==> config.mk <==
export PLATFORM = sky130hd
export DESIGN_NAME = bmd_64_wdma_engine_flat
export DESIGN_NICKNAME = d
export VERILOG_FILES = /design/src/rtl/bmd_64_wdma_engine_if.sv /design/src/rtl/bmd_64_wdma_engine.sv /design/src/flat_wrapper.sv
export SDC_FILE = /design/constraint.sdc
export NUM_CORES = 1
export LEC_CHECK = 0
export ABC_AREA = 1
export ABC_CLOCK_PERIOD_IN_PS = 6600
export BUFFER_PORTS_ARGS = -buffer_cell sky130_fd_sc_hd__buf_2
export CAP_MARGIN = 0
export CORE_MARGIN = 3
export CORE_UTILIZATION = 30
export CTS_BUF_LIST = sky130_fd_sc_hd__clkbuf_2 sky130_fd_sc_hd__clkbuf_4 sky130_fd_sc_hd__clkbuf_8
export DETAILED_ROUTE_END_ITERATION = 6
export PLACE_DENSITY_LB_ADDON = 0.08
export SETUP_SLACK_MARGIN = 0.05
export SLEW_MARGIN = 20
export SYNTH_ARGS = -nofsm -noshare
export SYNTH_HDL_FRONTEND = slang
export SYNTH_SLANG_ARGS = --single-unit
==> constraint.sdc <==
create_clock -name clk -period 6.6 [get_ports clk]
set_input_delay 1.98 -clock clk [delete_from_list [all_inputs] [get_ports clk]]
set_output_delay 1.98 -clock clk [all_outputs]
set_load 0.02 [all_outputs]
==> src/rtl/bmd_64_wdma_engine_if.sv <==
// Signal bundle between the write-DMA sequencer / TX TLP engine side and
// the write-DMA engine: frame start/done handshake, TLP request/ack
// handshake and status outputs.
interface bmd_64_wdma_engine_if;
    logic        wdma_start_i;
    logic [39:0] wdma_addr_i;
    logic        wdma_done_o;
    logic        req_o;
    logic [39:0] req_addr_o;
    logic [10:0] req_len_dw_o;
    logic [10:0] req_offset_o;
    logic        req_64b_o;
    logic        req_ack_i;
    logic        tx_done_i;
    logic        busy_o;
    logic [15:0] frame_cnt_o;

    // The DMA engine itself
    modport slave (
        input  wdma_start_i, wdma_addr_i, req_ack_i, tx_done_i,
        output wdma_done_o, req_o, req_addr_o, req_len_dw_o, req_offset_o,
               req_64b_o, busy_o, frame_cnt_o
    );

    // Sequencer plus TX engine environment driving the DMA engine
    modport master (
        output wdma_start_i, wdma_addr_i, req_ack_i, tx_done_i,
        input  wdma_done_o, req_o, req_addr_o, req_len_dw_o, req_offset_o,
               req_64b_o, busy_o, frame_cnt_o
    );
endinterface

==> src/rtl/bmd_64_wdma_engine.sv <==
// Write-DMA engine: splits one frame into posted memory-write requests
// bounded by the max payload size and by 4 KB address boundaries, issues
// them one at a time to the TX TLP engine and pulses done when the last
// TLP of the frame has been sent.
module bmd_64_wdma_engine #(
    parameter int FRAME_BYTES = 2048,
    parameter int MAX_PAYLOAD = 128
) (
    input  logic                   clk,
    input  logic                   rst,
    input  logic                   init_rst_i,
    bmd_64_wdma_engine_if.slave    bus
);

    localparam logic [12:0] FRAME_BYTES_C = 13'(FRAME_BYTES);
    localparam logic [12:0] MPS_C         = 13'(MAX_PAYLOAD);

    typedef enum logic [1:0] {
        IDLE      = 2'd0,
        REQ       = 2'd1,
        WAIT_SENT = 2'd2,
        DONE      = 2'd3
    } state_t;

    // Chunk size in bytes: the smallest of max payload, bytes left in the
    // frame and bytes left before the next 4 KB boundary.
    function automatic logic [12:0] chunk_bytes(input logic [11:0] addr_lo,
                                                input logic [12:0] rem);
        logic [12:0] to_boundary;
        logic [12:0] len;
        to_boundary = 13'd4096 - {1'b0, addr_lo};
        if (rem < MPS_C) begin
            len = rem;
        end else begin
            len = MPS_C;
        end
        if (to_boundary < len) begin
            len = to_boundary;
        end else begin
            len = len;
        end
        return len;
    endfunction

    state_t      state_r;
    logic [39:0] cur_addr_r;
    logic [12:0] remaining_r;
    logic [10:0] offset_r;
    logic        done_r;
    logic        req_r;
    logic [39:0] req_addr_r;
    logic [10:0] req_len_dw_r;
    logic [10:0] req_offset_r;
    logic        req_64b_r;
    logic        busy_r;
    logic [15:0] frame_cnt_r;

    logic [39:0] start_addr_s;
    logic [12:0] first_len_s;
    logic [12:0] next_len_s;
    logic [12:0] acked_bytes_s;
    logic [39:0] next_addr_s;
    logic        unused_bits_s;

    // Chunk sizing for the first request (from the inputs) and for
    // follow-on requests (from registered frame state), plus ack update.
    always_comb begin
        start_addr_s  = {bus.wdma_addr_i[39:2], 2'b00};
        first_len_s   = chunk_bytes(start_addr_s[11:0], FRAME_BYTES_C);
        next_len_s    = chunk_bytes(cur_addr_r[11:0], remaining_r);
        acked_bytes_s = {req_len_dw_r, 2'b00};
        next_addr_s   = cur_addr_r + {27'd0, acked_bytes_s};
        unused_bits_s = ^{bus.wdma_addr_i[1:0], first_len_s[1:0], next_len_s[1:0]};
    end

    // Frame sequencing FSM with registered outputs.
    always_ff @(posedge clk or posedge rst) begin
        if (rst) begin
            state_r      <= IDLE;
            cur_addr_r   <= 40'd0;
            remaining_r  <= 13'd0;
            offset_r     <= 11'd0;
            done_r       <= 1'b0;
            req_r        <= 1'b0;
            req_addr_r   <= 40'd0;
            req_len_dw_r <= 11'd0;
            req_offset_r <= 11'd0;
            req_64b_r    <= 1'b0;
            busy_r       <= 1'b0;
            frame_cnt_r  <= 16'd0;
        end else if (init_rst_i) begin
            state_r      <= IDLE;
            cur_addr_r   <= 40'd0;
            remaining_r  <= 13'd0;
            offset_r     <= 11'd0;
            done_r       <= 1'b0;
            req_r        <= 1'b0;
            req_addr_r   <= 40'd0;
            req_len_dw_r <= 11'd0;
            req_offset_r <= 11'd0;
            req_64b_r    <= 1'b0;
            busy_r       <= 1'b0;
            frame_cnt_r  <= 16'd0;
        end else begin
            done_r <= 1'b0;
            case (state_r)
                IDLE: begin
                    if (bus.wdma_start_i) begin
                        state_r      <= REQ;
                        cur_addr_r   <= start_addr_s;
                        remaining_r  <= FRAME_BYTES_C;
                        offset_r     <= 11'd0;
                        busy_r       <= 1'b1;
                        req_r        <= 1'b1;
                        req_addr_r   <= start_addr_s;
                        req_len_dw_r <= first_len_s[12:2];
                        req_offset_r <= 11'd0;
                        req_64b_r    <= |start_addr_s[39:32];
                    end
                end
                REQ: begin
                    if (bus.req_ack_i) begin
                        req_r       <= 1'b0;
                        cur_addr_r  <= next_addr_s;
                        offset_r    <= offset_r + req_len_dw_r;
                        remaining_r <= remaining_r - acked_bytes_s;
                        state_r     <= WAIT_SENT;
                    end
                end
                WAIT_SENT: begin
                    if (bus.tx_done_i) begin
                        if (remaining_r != 13'd0) begin
                            state_r      <= REQ;
                            req_r        <= 1'b1;
                            req_addr_r   <= cur_addr_r;
                            req_len_dw_r <= next_len_s[12:2];
                            req_offset_r <= offset_r;
                            req_64b_r    <= |cur_addr_r[39:32];
                        end else begin
                            state_r     <= DONE;
                            done_r      <= 1'b1;
                            busy_r      <= 1'b0;
                            frame_cnt_r <= frame_cnt_r + 16'd1;
                        end
                    end
                end
                DONE: begin
                    // Start must be seen low before another frame is accepted.
                    if (!bus.wdma_start_i) begin
                        state_r <= IDLE;
                    end
                end
                default: begin
                    state_r <= IDLE;
                    req_r   <= 1'b0;
                    busy_r  <= 1'b0;
                end
            endcase
        end
    end

    assign bus.wdma_done_o  = done_r;
    assign bus.req_o        = req_r;
    assign bus.req_addr_o   = req_addr_r;
    assign bus.req_len_dw_o = req_len_dw_r;
    assign bus.req_offset_o = req_offset_r;
    assign bus.req_64b_o    = req_64b_r;
    assign bus.busy_o       = busy_r;
    assign bus.frame_cnt_o  = frame_cnt_r;

endmodule

==> src/flat_wrapper.sv <==
// flat-port wrapper written by rule: the top's interface ports become plain ports
module bmd_64_wdma_engine_flat 
#(
    parameter int FRAME_BYTES = 2048,
    parameter int MAX_PAYLOAD = 128
)
  (clk, rst, init_rst_i, bus_wdma_start_i, bus_wdma_addr_i, bus_req_ack_i, bus_tx_done_i, bus_wdma_done_o, bus_req_o, bus_req_addr_o, bus_req_len_dw_o, bus_req_offset_o, bus_req_64b_o, bus_busy_o, bus_frame_cnt_o);
  bmd_64_wdma_engine_if bus_i ();
  input  logic clk;
  input  logic rst;
  input  logic init_rst_i;
  input wire logic [$bits(bus_i.wdma_start_i)-1:0] bus_wdma_start_i;
  input wire logic [$bits(bus_i.wdma_addr_i)-1:0] bus_wdma_addr_i;
  input wire logic [$bits(bus_i.req_ack_i)-1:0] bus_req_ack_i;
  input wire logic [$bits(bus_i.tx_done_i)-1:0] bus_tx_done_i;
  output wire logic [$bits(bus_i.wdma_done_o)-1:0] bus_wdma_done_o;
  output wire logic [$bits(bus_i.req_o)-1:0] bus_req_o;
  output wire logic [$bits(bus_i.req_addr_o)-1:0] bus_req_addr_o;
  output wire logic [$bits(bus_i.req_len_dw_o)-1:0] bus_req_len_dw_o;
  output wire logic [$bits(bus_i.req_offset_o)-1:0] bus_req_offset_o;
  output wire logic [$bits(bus_i.req_64b_o)-1:0] bus_req_64b_o;
  output wire logic [$bits(bus_i.busy_o)-1:0] bus_busy_o;
  output wire logic [$bits(bus_i.frame_cnt_o)-1:0] bus_frame_cnt_o;
  assign bus_i.wdma_start_i = bus_wdma_start_i;
  assign bus_i.wdma_addr_i = bus_wdma_addr_i;
  assign bus_i.req_ack_i = bus_req_ack_i;
  assign bus_i.tx_done_i = bus_tx_done_i;
  assign bus_wdma_done_o = bus_i.wdma_done_o;
  assign bus_req_o = bus_i.req_o;
  assign bus_req_addr_o = bus_i.req_addr_o;
  assign bus_req_len_dw_o = bus_i.req_len_dw_o;
  assign bus_req_offset_o = bus_i.req_offset_o;
  assign bus_req_64b_o = bus_i.req_64b_o;
  assign bus_busy_o = bus_i.busy_o;
  assign bus_frame_cnt_o = bus_i.frame_cnt_o;
  bmd_64_wdma_engine #(.FRAME_BYTES(FRAME_BYTES), .MAX_PAYLOAD(MAX_PAYLOAD)) u_core (.clk(clk), .rst(rst), .init_rst_i(init_rst_i), .bus(bus_i));
endmodule
# [Word-level counts from Yosys, hierarchy flattened]
# Index checks and enable logic that the tools add are counted.
[word_totals] ff_bits=148 out_inout_bits=82 word_cells=104
[op_classes] addsub=6 magnitude_cmp=3 eq_ne=10 muxes=58 reduce_logical=15
[op_table] operator="$mux W40" count=6
[op_table] operator="$pmux W40 S2" count=2
[op_table] operator="$mux W11" count=10
[op_table] operator="$mux W13" count=6
[op_table] operator="$pmux W11 S2" count=3
[op_table] operator="$mux W16" count=4
[op_table] operator="$add A40 B13 Y40" count=1
[op_table] operator="$lt A13 B8 Y1 const B" count=2
[op_table] operator="$pmux W13 S2" count=1
[op_table] operator="$sub A13 B12 Y13 const A" count=2
[op_table] operator="$add A16 B1 Y16 const B" count=1
[op_table] operator="$mux W1" count=16
[op_table] operator="$reduce_or A8 Y1" count=2
[op_table] operator="$ne A3 B3 Y1 const B" count=5
[op_table] operator="$lt A13 B13 Y1" count=1
[op_table] operator="$reduce_bool A13 Y1" count=1
[op_table] operator="$sub A13 B13 Y13" count=1
[op_table] operator="$mux W2" count=6
[op_table] operator="$reduce_and A4 Y1" count=3
[op_table] operator="$add A11 B11 Y11" count=1
[op_table] operator="$pmux W2 S4" count=1
[op_table] operator="$reduce_and A3 Y1" count=2
[op_table] operator="$reduce_bool A3 Y1" count=2
[op_table] operator="$reduce_and A5 Y1" count=1
[op_table] operator="other kinds (9)" count=12

# [Logic depth before layout (Yosys ltp)]
[depth] depth_word=8 depth_mapped=19 depth_no_buf=19

# [Least setup slack after synthesis]
# No wires, ideal clock.
[synth_timing] kind="in2reg" startpoint="in init_rst_i" endpoint="reg u_core.cur_addr_r[29]" t_arrival_ns=3.028 required_time_ns=6.480 setup_slack_ns=3.452 path_stages=10 n_path_buf=2 path_cell_list="buf_6 > nor2_2 > inv_2 > o21ai_4 > nor2_4 > inv_2 > buf_2 > a21oi_1 > o21ai_1 > nand2_1"
[synth_between] elab_chain_cells=2
[synth_rtl] element="start: declaration" line="flat_wrapper.sv:11" rtl="input logic init_rst_i;"
[synth_rtl] element="$ne A3 B3 Y1 (no line) / $reduce_bool A3 Y1 (equally long branches)"
[synth_rtl] element="$reduce_and A3 Y1 (no line)"
[synth_rtl] element="end signal: assignment" line="bmd_64_wdma_engine.sv:110" rtl="cur_addr_r <= start_addr_s;"
[synth_rtl] element="end signal: assignment" line="bmd_64_wdma_engine.sv:124" rtl="cur_addr_r <= next_addr_s;"
[synth_rtl] element="end: declaration" line="bmd_64_wdma_engine.sv:46" rtl="logic [39:0] cur_addr_r;"
# Several ways; a longest one is shown, not always the timed one.
# A chain may end at the register's enable or synchronous reset.

# [Final worst setup path]
[layout_timing] startpoint="in init_rst_i" endpoint="reg u_core.req_addr_r[29] (netlist: u_core.bus.req_addr_o[29])"
[layout_between] elab_chain_cells=2
[layout_rtl] element="$ne A3 B2 Y1 (no line) (tied with other cells)"
[layout_rtl] element="$reduce_and A4 Y1 (no line)"
[layout_rtl] element="end signal: assignment" line="bmd_64_wdma_engine.sv:115" rtl="req_addr_r <= start_addr_s;"
[layout_rtl] element="end signal: assignment" line="bmd_64_wdma_engine.sv:135" rtl="req_addr_r <= cur_addr_r;"
[layout_rtl] element="end: declaration" line="bmd_64_wdma_engine.sv:51" rtl="logic [39:0] req_addr_r;"
# Several ways; a longest one is shown, not always the timed one.

==> flow_metrics.tcl <==
set metrics [dict create \
    grt_pass1_wl_um 52900 \
    ios 128 \
    async_flop_share_pct 100 \
    fin_util_pct 35.7 \
    setup_viol 0 \
    port_buffers 125 \
    grt_usage_pct 19.0 \
    synth_cell_types 44 \
    synth-seq-area-share_pct 36.3 \
    cts_buffer_depth 2 \
    drv_slew 0 \
    cts_htree_levels 4 \
    layout.nets 1639 \
    place_area_sq_um 10900 \
    core_area_sq_um 32000 \
    fmax_mhz 248 \
    tightestPinTransition_ps 970 \
    routed_wl_um 33000 \
    synth-seq-cells 143 \
    cts_tree "yes" \
    antennaDiodeCount 0 \
    dieWidth_um 187 \
    grt_busiest_layer "met2" \
    drv_cap 0 \
    synth_flop_cell "dfrtp_1" \
    grt_antenna_before_repair 0 \
    post_drt_wl_per_cell_um 16.6 \
    final.setup.tns_ps 0 \
    crit_arrival_ps 4400 \
    rsz0062_at_grt "false" \
    relSlewSlack_pct 34.8 \
    cts_hold_buffers 0 \
    drive_gt1_share_pct 12.4 \
    p_per_area_nw_per_um2 400 \
    status "finished clean" \
    insertion_delay_ps 470 \
    min_path_type "reg2reg" \
    fp.dieH_um 187 \
    netlist_instances 1425 \
    met2_usage_pct 28.9 \
    drt-initial-drc-count 638 \
    crit_fanout 56 \
    drc 0 \
    clk_pin_slew_ps 90 \
    dp_hpwl_um 24500 \
    synth_edf_count 0 \
    syn_area_sq_um 9860 \
    place_congestion 0.879 \
    grt_overflow 0 \
    rows 65 \
    design.die.area_sq_um 35100 \
    p_leak_nw 5.64 \
    layout_commonest_cell "nand2_1" \
    cp_data_required_time_ps 6970 \
    area_growth_pct 15.6 \
    finalCriticalPeriod_ps 4030 \
    grt_max_degree 77 \
    numCtsBuffers 17 \
    ant_nets 0 \
    viasPerCell 4.86 \
    crit_path_start_kind "primary input" \
    fin_area_sq_um 11400 \
    met1_usage_pct 28.0 \
    clock-skew-final_ps 17.1 \
    hold_viol 0 \
    peakVddDrop_mv 0.144 \
    vias 9652 \
    criticalPathCategory "in2reg" \
    period_share_pct 61.1 \
    post-cts-setup-buffer-count 0 \
    initial_core_util_pct 30.9 \
    first_global_vias 9212 \
    firstDrtPassIters 5 \
    clockRootBuffer "clkbuf_8" \
    post_cts_resized 0 \
    met3_usage_pct 3.37 \
    clock-sinks 143 \
    endpoint_kind "flip-flop" \
    mostFrequentLayoutCells "nand2_1, inv_1, dfrtp_1" \
    synth.avg_cell_area_sq_um 6.92 \
    synth_warnings 0 \
]
## cell usage after synthesis (2+ instances only)
cell type  instances  area share (%)
a21boi_0           2            0.15
a21o_1             2            0.15
a21oi_1           62             3.1
a22o_1             2            0.18
a22oi_1           26             2.0
a31oi_1            4            0.25
and2_1             3            0.19
and3_1             2            0.13
buf_1              2           0.076
buf_2             15            0.76
buf_4              3            0.23
buf_6              3            0.34
clkbuf_1          18            0.69
dfrtp_1          143              36
fa_1               3            0.61
ha_1              50             6.3
inv_1            170             6.5
inv_2             13            0.49
nand2_1          409              16
nand3_1          104             5.3
nand3b_1           4            0.30
nand4_1           31             2.0
nor2_1           140             5.3
nor2_2             3            0.19
nor2_4             2            0.23
nor3_1            18            0.91
nor4_1             2            0.13
o211ai_1           5            0.38
o21ai_0           95             4.8
o21ai_1           24             1.2
o21bai_1           8            0.61
o22ai_1           15            0.95
or2_2              3            0.19
xnor2_1            8            0.71
xor2_1            22             2.0
## path summary, 6_finish.rpt
kind / start / endpoint / slack, ps / depth (start not counted)
worst max register to register: u_core.state_r[1] / u_core.offset_r[6] / 3260 / 10
min in group asynchronous: rst / u_core.bus.req_addr_o[22] / 1660 / 2
worst min register to register: u_core.bus.req_addr_o[13] / u_core.bus.req_addr_o[13] / 480 / 2
worst min-delay path: u_core.bus.req_addr_o[13] / u_core.bus.req_addr_o[13] / 480 / 2
worst max-delay path: init_rst_i / u_core.bus.req_addr_o[29] / 2570 / 8
max in group asynchronous: rst / u_core.offset_r[6] / 3920 / 3
## cells by family (layout without fill, tap and decap cells)
logic type | count (synthesis) | in the layout | share of synthesized area (%)
flops | 143 | 143 | 36.3
buf+inv | 224 | 348 | 9.06
simple gates | 726 | 726 | 30.8
fa+ha+maj | 53 | 53 | 6.95
compound gates | 248 | 248 | 14.2
xor+xnor | 30 | 30 | 2.66
other cells | 1 | 5 | 0.0380
## through the flow
stage                     hold WS, ps  worst slack [ps]  cells  power, mW
after CTS                         490              2580   1988       4.62
after floorplan                   475               782   1429       2.99
after detailed placement          468              2070   1956       3.70
final                             482              2570   1988       4.56
after global placement            463              2100   1956       3.69
after global routing              516              2330   1988       5.00
## power breakdown
part	internal, mW	total [mW]	switching [mW]	leakage (nW)
logic	0.716	2.28	1.56	3.49
registers	1.11	1.39	0.281	1.90
clock network	0.505	0.891	0.386	0.243
total	2.33	4.56	2.23	5.64
## critical path, cell delays in order
cell,delay (ps)
buf_2,260
nor2_2,150
buf_4,410
nand3_2,220
nand2_2,500
buf_4,570
nand2_1,100
o211ai_1,120
## cell type report
type                       instances  area [sq um]
sequential                       143          3580
multi-input combinational       1062          5410
clock inverter                    13           236
fill                            3463         20600
timing repair buffer             133           686
tap                              435           544
clock buffer                      19           255
inverter                         183           692
## layer usage
layer / up-vias / routed length (um)
met5: - / 0
met4: 0 / 462
met3: 24 / 1720
met2: 243 / 14000
met1: 4489 / 16800
li1: 4896 / -
## flip-flops by register name, indices dropped and copies added, names as in the netlist
| name | flops |
|---|---|
| u_core.remaining_r | 11 |
| u_core.bus.frame_cnt_o | 16 |
| u_core.bus.req_len_dw_o | 11 |
| u_core.bus.req_offset_o | 11 |
| u_core.bus.wdma_done_o | 1 |
| u_core.bus.req_addr_o | 39 |
| u_core.cur_addr_r | 38 |
| u_core.offset_r | 11 |
| u_core.bus.busy_o | 1 |
| u_core.bus.req_64b_o | 1 |
| u_core.bus.req_o | 1 |
| u_core.state_r | 2 |
Power figures use the tool's default switching activity.
